$ cat config.mk
export PLATFORM = sky130hd
export DESIGN_NAME = uart_rx_framer
export DESIGN_NICKNAME = d
export VERILOG_FILES = /design/src/rtl/uart_frame_pkg.sv /design/src/rtl/uart_frame_buf.sv /design/src/rtl/uart_rx_framer.sv
export SDC_FILE = /design/constraint.sdc
export NUM_CORES = 1
export LEC_CHECK = 0
export CORE_ASPECT_RATIO = 2
export CORE_MARGIN = 2
export CORE_UTILIZATION = 46
export DETAILED_ROUTE_END_ITERATION = 10
export GPL_ROUTABILITY_DRIVEN = 0
export MAX_ROUTING_LAYER = met4
export PLACE_DENSITY = 0.64
export SYNTH_ARGS = -nofsm -noshare
export SYNTH_HDL_FRONTEND = slang
export SYNTH_SLANG_ARGS = --single-unit
$ cat constraint.sdc
create_clock -name clk -period 3 [get_ports clk]
set_input_delay 0.45 -clock clk [delete_from_list [all_inputs] [get_ports clk]]
set_output_delay 0.45 -clock clk [all_outputs]
set_load 0.02 [all_outputs]
$ cat src/rtl/uart_frame_pkg.sv
// Shared types and constants for the UART receive framer.
// Holds the framer state encoding, error codes and the default start-of-frame byte.
package uart_frame_pkg;

  typedef enum logic [2:0] {
    ST_IDLE,
    ST_LEN,
    ST_PAYLOAD,
    ST_CSUM,
    ST_DRAIN
  } state_e;

  localparam logic [1:0] ERR_LEN     = 2'd1;
  localparam logic [1:0] ERR_CSUM    = 2'd2;
  localparam logic [1:0] ERR_TIMEOUT = 2'd3;

  localparam logic [7:0] SOF_DEFAULT = 8'h55;

endpackage

$ cat src/rtl/uart_frame_buf.sv
// Payload holding buffer for the framer: one synchronous write port and an
// asynchronous read port. Pointers are owned by the framer.
module uart_frame_buf #(
  parameter int MAX_LEN = 16,
  parameter int PW      = (MAX_LEN > 1) ? $clog2(MAX_LEN) : 1
) (
  input  logic          clk,
  input  logic          we,
  input  logic [PW-1:0] waddr,
  input  logic [7:0]    wdata,
  input  logic [PW-1:0] raddr,
  output logic [7:0]    rdata
);

  logic [7:0] mem_q [MAX_LEN];

  always_ff @(posedge clk) begin
    if (we) begin
      mem_q[waddr] <= wdata;
    end
  end

  assign rdata = mem_q[raddr];

endmodule

$ cat src/rtl/uart_rx_framer.sv
// Parses UART bytes into SOF/LEN/payload/checksum frames and releases the payload
// on a valid/ready stream once the checksum passes. Define UART_FRAME_TIMEOUT_EN
// to enable the inter-byte timeout that drops stalled frames.
module uart_rx_framer
  import uart_frame_pkg::*;
#(
  parameter logic [7:0] SOF            = SOF_DEFAULT,
  parameter int         MAX_LEN        = 16,
  parameter int         TIMEOUT_CYCLES = 50000
) (
  input  logic       clk,
  input  logic       rst,
  input  logic       rx_rdy,
  input  logic [7:0] rx_data,
  output logic       rx_ack,
  output logic       out_valid,
  output logic [7:0] out_data,
  output logic       out_last,
  input  logic       out_ready,
  output logic       frame_ok,
  output logic       frame_err,
  output logic [1:0] err_code
);

  localparam int         PW        = (MAX_LEN > 1) ? $clog2(MAX_LEN) : 1;
  localparam logic [7:0] MAX_LEN_B = 8'(MAX_LEN);

  state_e        state_q, state_d;
  logic [7:0]    len_q, len_d;
  logic [7:0]    cnt_q, cnt_d;
  logic [7:0]    sum_q, sum_d;
  logic [PW-1:0] wr_ptr_q, wr_ptr_d;
  logic [PW-1:0] rd_ptr_q, rd_ptr_d;
  logic          frame_ok_q, frame_ok_d;
  logic          frame_err_q, frame_err_d;
  logic [1:0]    err_code_q, err_code_d;

  logic          buf_we;
  logic [7:0]    buf_rdata;
  logic [7:0]    csum;
  logic [7:0]    cnt_inc;
  logic          go_idle;

  uart_frame_buf #(
    .MAX_LEN(MAX_LEN),
    .PW     (PW)
  ) u_buf (
    .clk  (clk),
    .we   (buf_we),
    .waddr(wr_ptr_q),
    .wdata(rx_data),
    .raddr(rd_ptr_q),
    .rdata(buf_rdata)
  );

  // Draining applies backpressure upstream; every other state takes bytes immediately.
  assign rx_ack    = rx_rdy && (state_q != ST_DRAIN);
  assign out_valid = (state_q == ST_DRAIN);
  assign out_data  = out_valid ? buf_rdata : 8'h00;
  assign out_last  = out_valid && (8'(rd_ptr_q) == (len_q - 8'd1));
  assign frame_ok  = frame_ok_q;
  assign frame_err = frame_err_q;
  assign err_code  = err_code_q;

  assign csum    = sum_q + rx_data;
  assign cnt_inc = cnt_q + 8'd1;

`ifdef UART_FRAME_TIMEOUT_EN
  logic [15:0] tmo_q, tmo_d;
  logic        frame_active;
  logic        tmo_hit;

  always_comb begin
    frame_active = (state_q == ST_LEN) || (state_q == ST_PAYLOAD) || (state_q == ST_CSUM);
    tmo_hit      = frame_active && !rx_ack && (tmo_q == 16'(TIMEOUT_CYCLES - 1));
    tmo_d        = (frame_active && !rx_ack) ? tmo_q + 16'd1 : 16'd0;
  end

  always_ff @(posedge clk) begin
    if (rst) begin
      tmo_q <= 16'd0;
    end else begin
      tmo_q <= tmo_d;
    end
  end
`endif

  always_comb begin
    state_d     = state_q;
    len_d       = len_q;
    cnt_d       = cnt_q;
    sum_d       = sum_q;
    wr_ptr_d    = wr_ptr_q;
    rd_ptr_d    = rd_ptr_q;
    frame_ok_d  = 1'b0;
    frame_err_d = 1'b0;
    err_code_d  = err_code_q;
    buf_we      = 1'b0;
    go_idle     = 1'b0;

    unique case (state_q)
      ST_IDLE: begin
        if (rx_ack && (rx_data == SOF)) begin
          state_d = ST_LEN;
        end
      end
      ST_LEN: begin
        if (rx_ack) begin
          len_d = rx_data;
          sum_d = rx_data;
          if (rx_data > MAX_LEN_B) begin
            frame_err_d = 1'b1;
            err_code_d  = ERR_LEN;
            go_idle     = 1'b1;
          end else if (rx_data == 8'd0) begin
            state_d = ST_CSUM;
          end else begin
            state_d = ST_PAYLOAD;
          end
        end
      end
      ST_PAYLOAD: begin
        if (rx_ack) begin
          buf_we   = 1'b1;
          sum_d    = csum;
          cnt_d    = cnt_inc;
          wr_ptr_d = wr_ptr_q + 1'b1;
          if (cnt_inc == len_q) begin
            state_d = ST_CSUM;
          end
        end
      end
      ST_CSUM: begin
        if (rx_ack) begin
          if (csum == 8'd0) begin
            frame_ok_d = 1'b1;
            if (len_q != 8'd0) begin
              state_d = ST_DRAIN;
            end else begin
              go_idle = 1'b1;
            end
          end else begin
            frame_err_d = 1'b1;
            err_code_d  = ERR_CSUM;
            go_idle     = 1'b1;
          end
        end
      end
      ST_DRAIN: begin
        if (out_ready) begin
          if (out_last) begin
            go_idle = 1'b1;
          end else begin
            rd_ptr_d = rd_ptr_q + 1'b1;
          end
        end
      end
      default: begin
        go_idle = 1'b1;
      end
    endcase

`ifdef UART_FRAME_TIMEOUT_EN
    if (tmo_hit) begin
      frame_err_d = 1'b1;
      err_code_d  = ERR_TIMEOUT;
      go_idle     = 1'b1;
    end
`endif

    // Any return to IDLE starts the next frame from a clean slate.
    if (go_idle) begin
      state_d  = ST_IDLE;
      wr_ptr_d = '0;
      rd_ptr_d = '0;
      cnt_d    = 8'd0;
      sum_d    = 8'd0;
    end
  end

  always_ff @(posedge clk) begin
    if (rst) begin
      state_q     <= ST_IDLE;
      len_q       <= 8'd0;
      cnt_q       <= 8'd0;
      sum_q       <= 8'd0;
      wr_ptr_q    <= '0;
      rd_ptr_q    <= '0;
      frame_ok_q  <= 1'b0;
      frame_err_q <= 1'b0;
      err_code_q  <= 2'd0;
    end else begin
      state_q     <= state_d;
      len_q       <= len_d;
      cnt_q       <= cnt_d;
      sum_q       <= sum_d;
      wr_ptr_q    <= wr_ptr_d;
      rd_ptr_q    <= rd_ptr_d;
      frame_ok_q  <= frame_ok_d;
      frame_err_q <= frame_err_d;
      err_code_q  <= err_code_d;
    end
  end

endmodule

Word-level counts from Yosys, hierarchy flattened
Memories as Yosys holds them, arrays and structs flattened. A register that Yosys moved wholly into a read port is not among the register bits.
Cells that the tools add are included.
{"block": "classes", "bitwise_logic": 3, "n_addsub": 5, "muxes": 37, "n_eq_ne": 18, "order_cmp": 1, "n_reduce_logical": 19}
{"op": "2-to-1 mux 3 bit", "count": 8}
{"op": "2-to-1 mux 8 bit", "count": 3}
{"op": "inequality test 2 bit (second input constant)", "count": 10}
{"op": "zero test 8 bit", "count": 2}
{"op": "one-hot mux 8 bit (2 select lines)", "count": 1}
{"op": "2-to-1 mux 1 bit", "count": 15}
{"op": "one-hot mux 3 bit (4 select lines)", "count": 1}
{"op": "AND reduction 9 bit", "count": 1}
{"op": "adder 4 x 1 -> 4 bit (second input constant)", "count": 2}
{"op": "adder 8 x 1 -> 8 bit (second input constant)", "count": 1}
{"op": "adder 8 bit", "count": 1}
{"op": "== test 4 x 8 -> 1 bit", "count": 1}
{"op": "== test 8 x 7 -> 1 bit (second input constant)", "count": 1}
{"op": "== test 8 bit", "count": 1}
{"op": "greater-than comparator 8 x 5 -> 1 bit (second input constant)", "count": 1}
{"op": "2-to-1 mux 2 bit", "count": 4}
{"op": "2-to-1 mux 4 bit", "count": 2}
{"op": "nonzero test 8 bit", "count": 1}
{"op": "subtractor 8 x 1 -> 8 bit (second input constant)", "count": 1}
{"op": "== test 3 x 2 -> 1 bit (second input constant)", "count": 2}
{"op": "AND reduction 3 bit", "count": 2}
{"op": "AND reduction 5 bit", "count": 1}
{"op": "one-hot mux 1 bit (4 select lines)", "count": 1}
{"op": "one-hot mux 2 bit (2 select lines)", "count": 1}
{"op": "12 further kinds", "count": 19}
{"block": "word_totals", "register_bits": 39, "wordCells": 93, "ramBits": 128, "in_bits": 12, "out_inout_bits": 15, "n_memories": 1}
{"name": "u_buf.mem_q", "depth": 16, "word_bits": 8, "rd": 1, "rd_ports_with_merged_regs": 1, "write_ports": 1, "line_no": "uart_frame_buf.sv:15", "source": "logic [7:0] mem_q [MAX_LEN];"}

Depth between registers and ports, before layout
{"block": "depth", "word_depth": 8, "mapped_depth": 10, "ltp_nobuf": 8}

Hierarchy
From an unflattened synthesis, not the netlist that was laid out.
{"block": "unflattened", "cells_unflattened": 557, "area_unflattened_um2": 7637.3}
{"module": "uart_frame_buf", "area_per_inst_um2": 4987.3, "seq_area_each_um2": 3843.7, "cells_per_inst": 221, "instances": 1}
{"module": "uart_rx_framer", "area_per_inst_um2": 2650.0, "seq_area_each_um2": 780.7, "cells_per_inst": 336, "instances": 1}

Worst setup path before layout
No wires, ideal clock.
{"block": "synth_timing", "path_kind": "reg-to-output", "start": "register (tool-made name)", "end": "output out_data[0]", "slack_ps": 540, "arrival_ps": 2010, "t_required_ps": 2550, "stages_incl_launch_ff": 6, "path_buffers": 2, "path_cell_list": "dfxtp_1 -> clkbuf_1 -> buf_2 -> mux4_2 -> mux4_2 -> and2_1"}
{"item": "end, declared", "line_no": "uart_rx_framer.sv:17", "source": "output logic [7:0] out_data,"}

==> results_tabular.tex <==
\begin{tabular}{lr}
\hline
Metric & Value \\
\hline
\multicolumn{2}{l}{\textbf{Status}} \\
\quad Outcome & finished clean \\
\multicolumn{2}{l}{\textbf{Global routing}} \\
\quad Initial antenna violation count & 0 \\
\quad Global-route wire length before repair & 27,700 um \\
\quad Vias in the first global route & 5,027 \\
\quad Global-route usage over all layers & 0.2087 \\
\quad Largest net degree at the start of global routing & 33 \\
\quad Remaining global-route overflow & 0 \\
\multicolumn{2}{l}{\textbf{Logic synthesis}} \\
\quad Register bit count reported by yosys & 171 \\
\quad Post-Synthesis Cells & 545 \\
\quad Count of flip-flops with a built-in enable after synthesis & 128 \\
\quad Post-Syn Nets & 573 \\
\quad Largest area contributor in the netlist & edfxtp\_1 \\
\quad Warning count from the yosys run & 0 \\
\quad Mapped Area & 7919 um\^{}2 \\
\quad Most common library cells after synthesis & 128 x edfxtp\_1, 43 x dfxtp\_1, 41 x nand2\_1 \\
\quad Proportion of netlist area held by the largest area contributor & 0.4854 \\
\quad Share of synthesized registers carrying an async set or reset & 0 \\
\quad Unique masters post-synth & 66 \\
\quad Ys flop type & edfxtp\_1 \\
\quad Share of synthesized area occupied by flip-flops and latches & 0.5941 \\
\quad Dominant cells by area after synthesis & edfxtp\_1 49\%, mux4\_2 11\%, dfxtp\_1 11\% \\
\quad Cell with the most instances after synthesis & edfxtp\_1 \\
\quad Post-Synthesis Mean Instance Area & 14.53 um\^{}2 \\
\multicolumn{2}{l}{\textbf{Clock tree}} \\
\quad Clock-pin slew reported for the worst setup and hold paths after clock tree synthesis & 70 ps \\
\quad Number of clock sinks seen by CTS & 171 \\
\quad Root buf cell & clkbuf\_16 \\
\quad CTS HTree Levels & 4 \\
\quad Hold buffer count at CTS & 0 \\
\quad Inserted Clock Buffers & 17 \\
\quad Clock tree from TritonCTS & built \\
\quad Maximum count of clock buffers along a single path & 2 \\
\quad Source-to-sink clock delay at the later pin of the worst-skew pair & 430 ps \\
\multicolumn{2}{l}{\textbf{Floorplanning}} \\
\quad Die outline width & 96.78 um \\
\quad Die area & 18,340 um\^{}2 \\
\quad Vertical die dimension & 189.6 um \\
\quad Core ar. & 16,850 um\^{}2 \\
\quad Top-level port count & 27 \\
\quad Initial core utilization & 0.4700 \\
\quad Cell Rows & 67 \\
\multicolumn{2}{l}{\textbf{Route}} \\
\quad Number of violations reported at the end of detailed-routing iteration 0 & 266 \\
\quad Remaining number of nets flagged by the antenna check after routing & 0 \\
\quad Total DRC errors in the routed layout & 0 \\
\quad DR pass1 iterations & 4 \\
\quad Sum of routed wire length over all layers & 17,810 um \\
\quad Vias after detailed routing & 4,731 \\
\quad Avg WL per Cell & 20.95 um \\
\quad Via/cell ratio & 5.566 \\
\multicolumn{2}{l}{\textbf{Place}} \\
\quad Placed Instance Area & 8713 um\^{}2 \\
\quad Pre-CTS setup slack & -341.2 ps \\
\quad Number of placed cells counting well taps & 803 \\
\quad IO Port Bufs & 26 \\
\quad Post-DP HPWL & 12,960 um \\
\multicolumn{2}{l}{\textbf{Cells and area}} \\
\quad Final standard cell count with taps included and fillers excluded & 850 \\
\quad Post-synthesis to final-layout area growth & 18.79\% \\
\quad Layout cells sized above 1 & 0.2955 \\
\quad End-of-flow core utilization & 0.5583 \\
\quad Final antenna diode count & 0 \\
\quad Filler instances & 1,375 \\
\quad Final non-filler cell area & 9407 um\^{}2 \\
\quad Number of nets in the layout & 658 \\
\multicolumn{2}{l}{\textbf{Setup path}} \\
\quad Critical path type & reg2out \\
\quad Startpoint type of the worst setup path & register \\
\quad Worst-case register-to-register setup slack & 470 ps \\
\quad End of the worst register-to-register path & sum\_q[3]\$\_SDFFE\_PP0P\_ \\
\quad Launching point of the worst reg2reg path & sum\_q[0]\$\_SDFFE\_PP0P\_ \\
\quad Critical Path Sink Type & primary output \\
\quad Required time at the endpoint of the critical path & 2550 ps \\
\quad WP data arrival & 2470 ps \\
\quad Reg2reg path depth & 10 \\
\quad Worst-path fanout max & 8 \\
\multicolumn{2}{l}{\textbf{STA}} \\
\quad Hold Violations, Final & 0 \\
\quad Highest Clock Rate & 0.3425 GHz \\
\quad Final clock period utilization by the worst path & 0.9732 \\
\quad Final Max Slew Viols & 0 \\
\quad Worst hold slack after final layout & 502.8 ps \\
\quad Final number of setup-violating endpoints & 0 \\
\quad Final worst path period need & 2919 ps \\
\quad Fin Setup TNS & 0 ps \\
\quad Layout Skew & 14.15 ps \\
\quad Crit path setup slack, layout & 80.54 ps \\
\quad Relative slew slack & 0.6142 \\
\quad Unrepaired setup endpoints after global routing & no \\
\quad Worst-Margin Slew & 576.6 ps \\
\multicolumn{2}{l}{\textbf{Run}} \\
\quad Number of maximum-capacitance constraint violations & 0 \\
\multicolumn{2}{l}{\textbf{Power and ir drop}} \\
\quad Worst VDD drop & 0.4264 mV \\
\quad Total power & 4.693 mW \\
\quad P\_leak & 3.202 nW \\
\quad Pwr/cell area & 498.9 nW/um\^{}2 \\
\multicolumn{2}{l}{\textbf{Min path}} \\
\quad Worst min-delay path class & reg2reg \\
\quad Hold Crit Endpoint & err\_code[0]\$\_SDFFE\_PP0P\_ \\
\quad Hold path cells & 2 \\
\quad Critical hold path startpoint & err\_code[0]\$\_SDFFE\_PP0P\_ \\
\hline
\end{tabular}
layout by cell type, fill, tap and decap left out, types with 3 or more instances in the layout:
cell type        instances
a211oi_1                 3
a211oi_2                 3
a21oi_1                 24
a31oi_1                  6
and2_1                  10
and3_1                   3
buf_12                   5
buf_2                    4
buf_4                   64
clkbuf_16               18
clkdlybuf4s15_1          3
clkdlybuf4s50_1         17
clkinvlp_4               5
dfxtp_1                 42
edfxtp_1               128
ha_1                    15
inv_1                   15
inv_6                    4
mux2i_1                  4
mux4_2                  40
nand2_1                 41
nand2b_1                 3
nand3_1                  8
nand4_1                  5
nor2_1                  33
nor2b_1                  4
nor3_1                  13
nor3_2                  21
nor4b_1                  3
o211ai_1                 3
o21ai_0                  4
xnor2_1                 26
xor2_1                  11
flip-flops by register name (all words and copies together), names as in the netlist, named ones only:
name,flops
u_buf.mem_q,128
frame_ok,1
err_code,2
sum_q,8
frame_err,1
wr_ptr_q,4
cnt_q,8
len_q,8
state_q,3
rd_ptr_q,4
worst max-delay path by stage:
stage,to,slack (ps),cells past startpoint
finish,out_data[2],80,6
global route,sum_q[3]$_SDFFE_PP0P_,20,10
detailed placement,sum_q[3]$_SDFFE_PP0P_,-340,10
CTS,out_data[3],3,6
floorplan,out_data[0],540,5
global placement,cnt_q[1]$_SDFFE_PP0P_,-250,11
worst max-delay path, cell delays in order (launching register included):
cell and delay [ps]:
dfxtp_4 420, buf_12 150, buf_4 120, mux4_2 560
mux4_2 480, and2_1 160, buf_4 150
timing repair:
item                       4_1_cts  5_1_grt
setup endpoints to repair        9        6
gates cloned                     1        1
hold endpoints to repair         0        0
pin swaps                        0        0
buffers inserted                13        1
gates resized for setup         28       10
cells by family (layout without fill, tap and decap cells):
group                    after synthesis  in the layout  share of synthesized area
XOR/XNOR                              39             39                    0.04408
multiplexers                          44             44                     0.1188
AND/OR/NAND/NOR                      163            163                     0.1226
buffers and inverters                 45            143                    0.03034
adder cells (fa/ha/maj)               17             17                    0.02749
flip-flops                           171            171                     0.5941
AO/OA/AOI/OAI                         66             66                    0.06257
power breakdown:
part           internal, mW  leakage, nW  switching (mW)
combinational        0.0524         1.46          0.0925
clock                  1.07        0.247           0.934
sequential             2.54         1.50         0.00199
metal layers:
layer	vias up	wire [um]	track usage
met4	0	735	0.1029
met1	2367	5995	0.1935
li1	2241	-	-
met5	-	0	-
met3	36	412	0.02902
met2	87	10660	0.4079
area by class of cell:
cell class              instances  area [um^2]  area share
flip-flops and latches        171         4708      0.5005
multi-input cells             329         3007      0.3196
repair buffers                 95        830.8     0.08832
clock buffers                  18        429.2     0.04562
well taps                     207        259.0     0.02753
clock inverters                14        112.6     0.01197
inverters                      16        60.06    0.006385
Note: power is estimated with default switching activity, not from simulation.
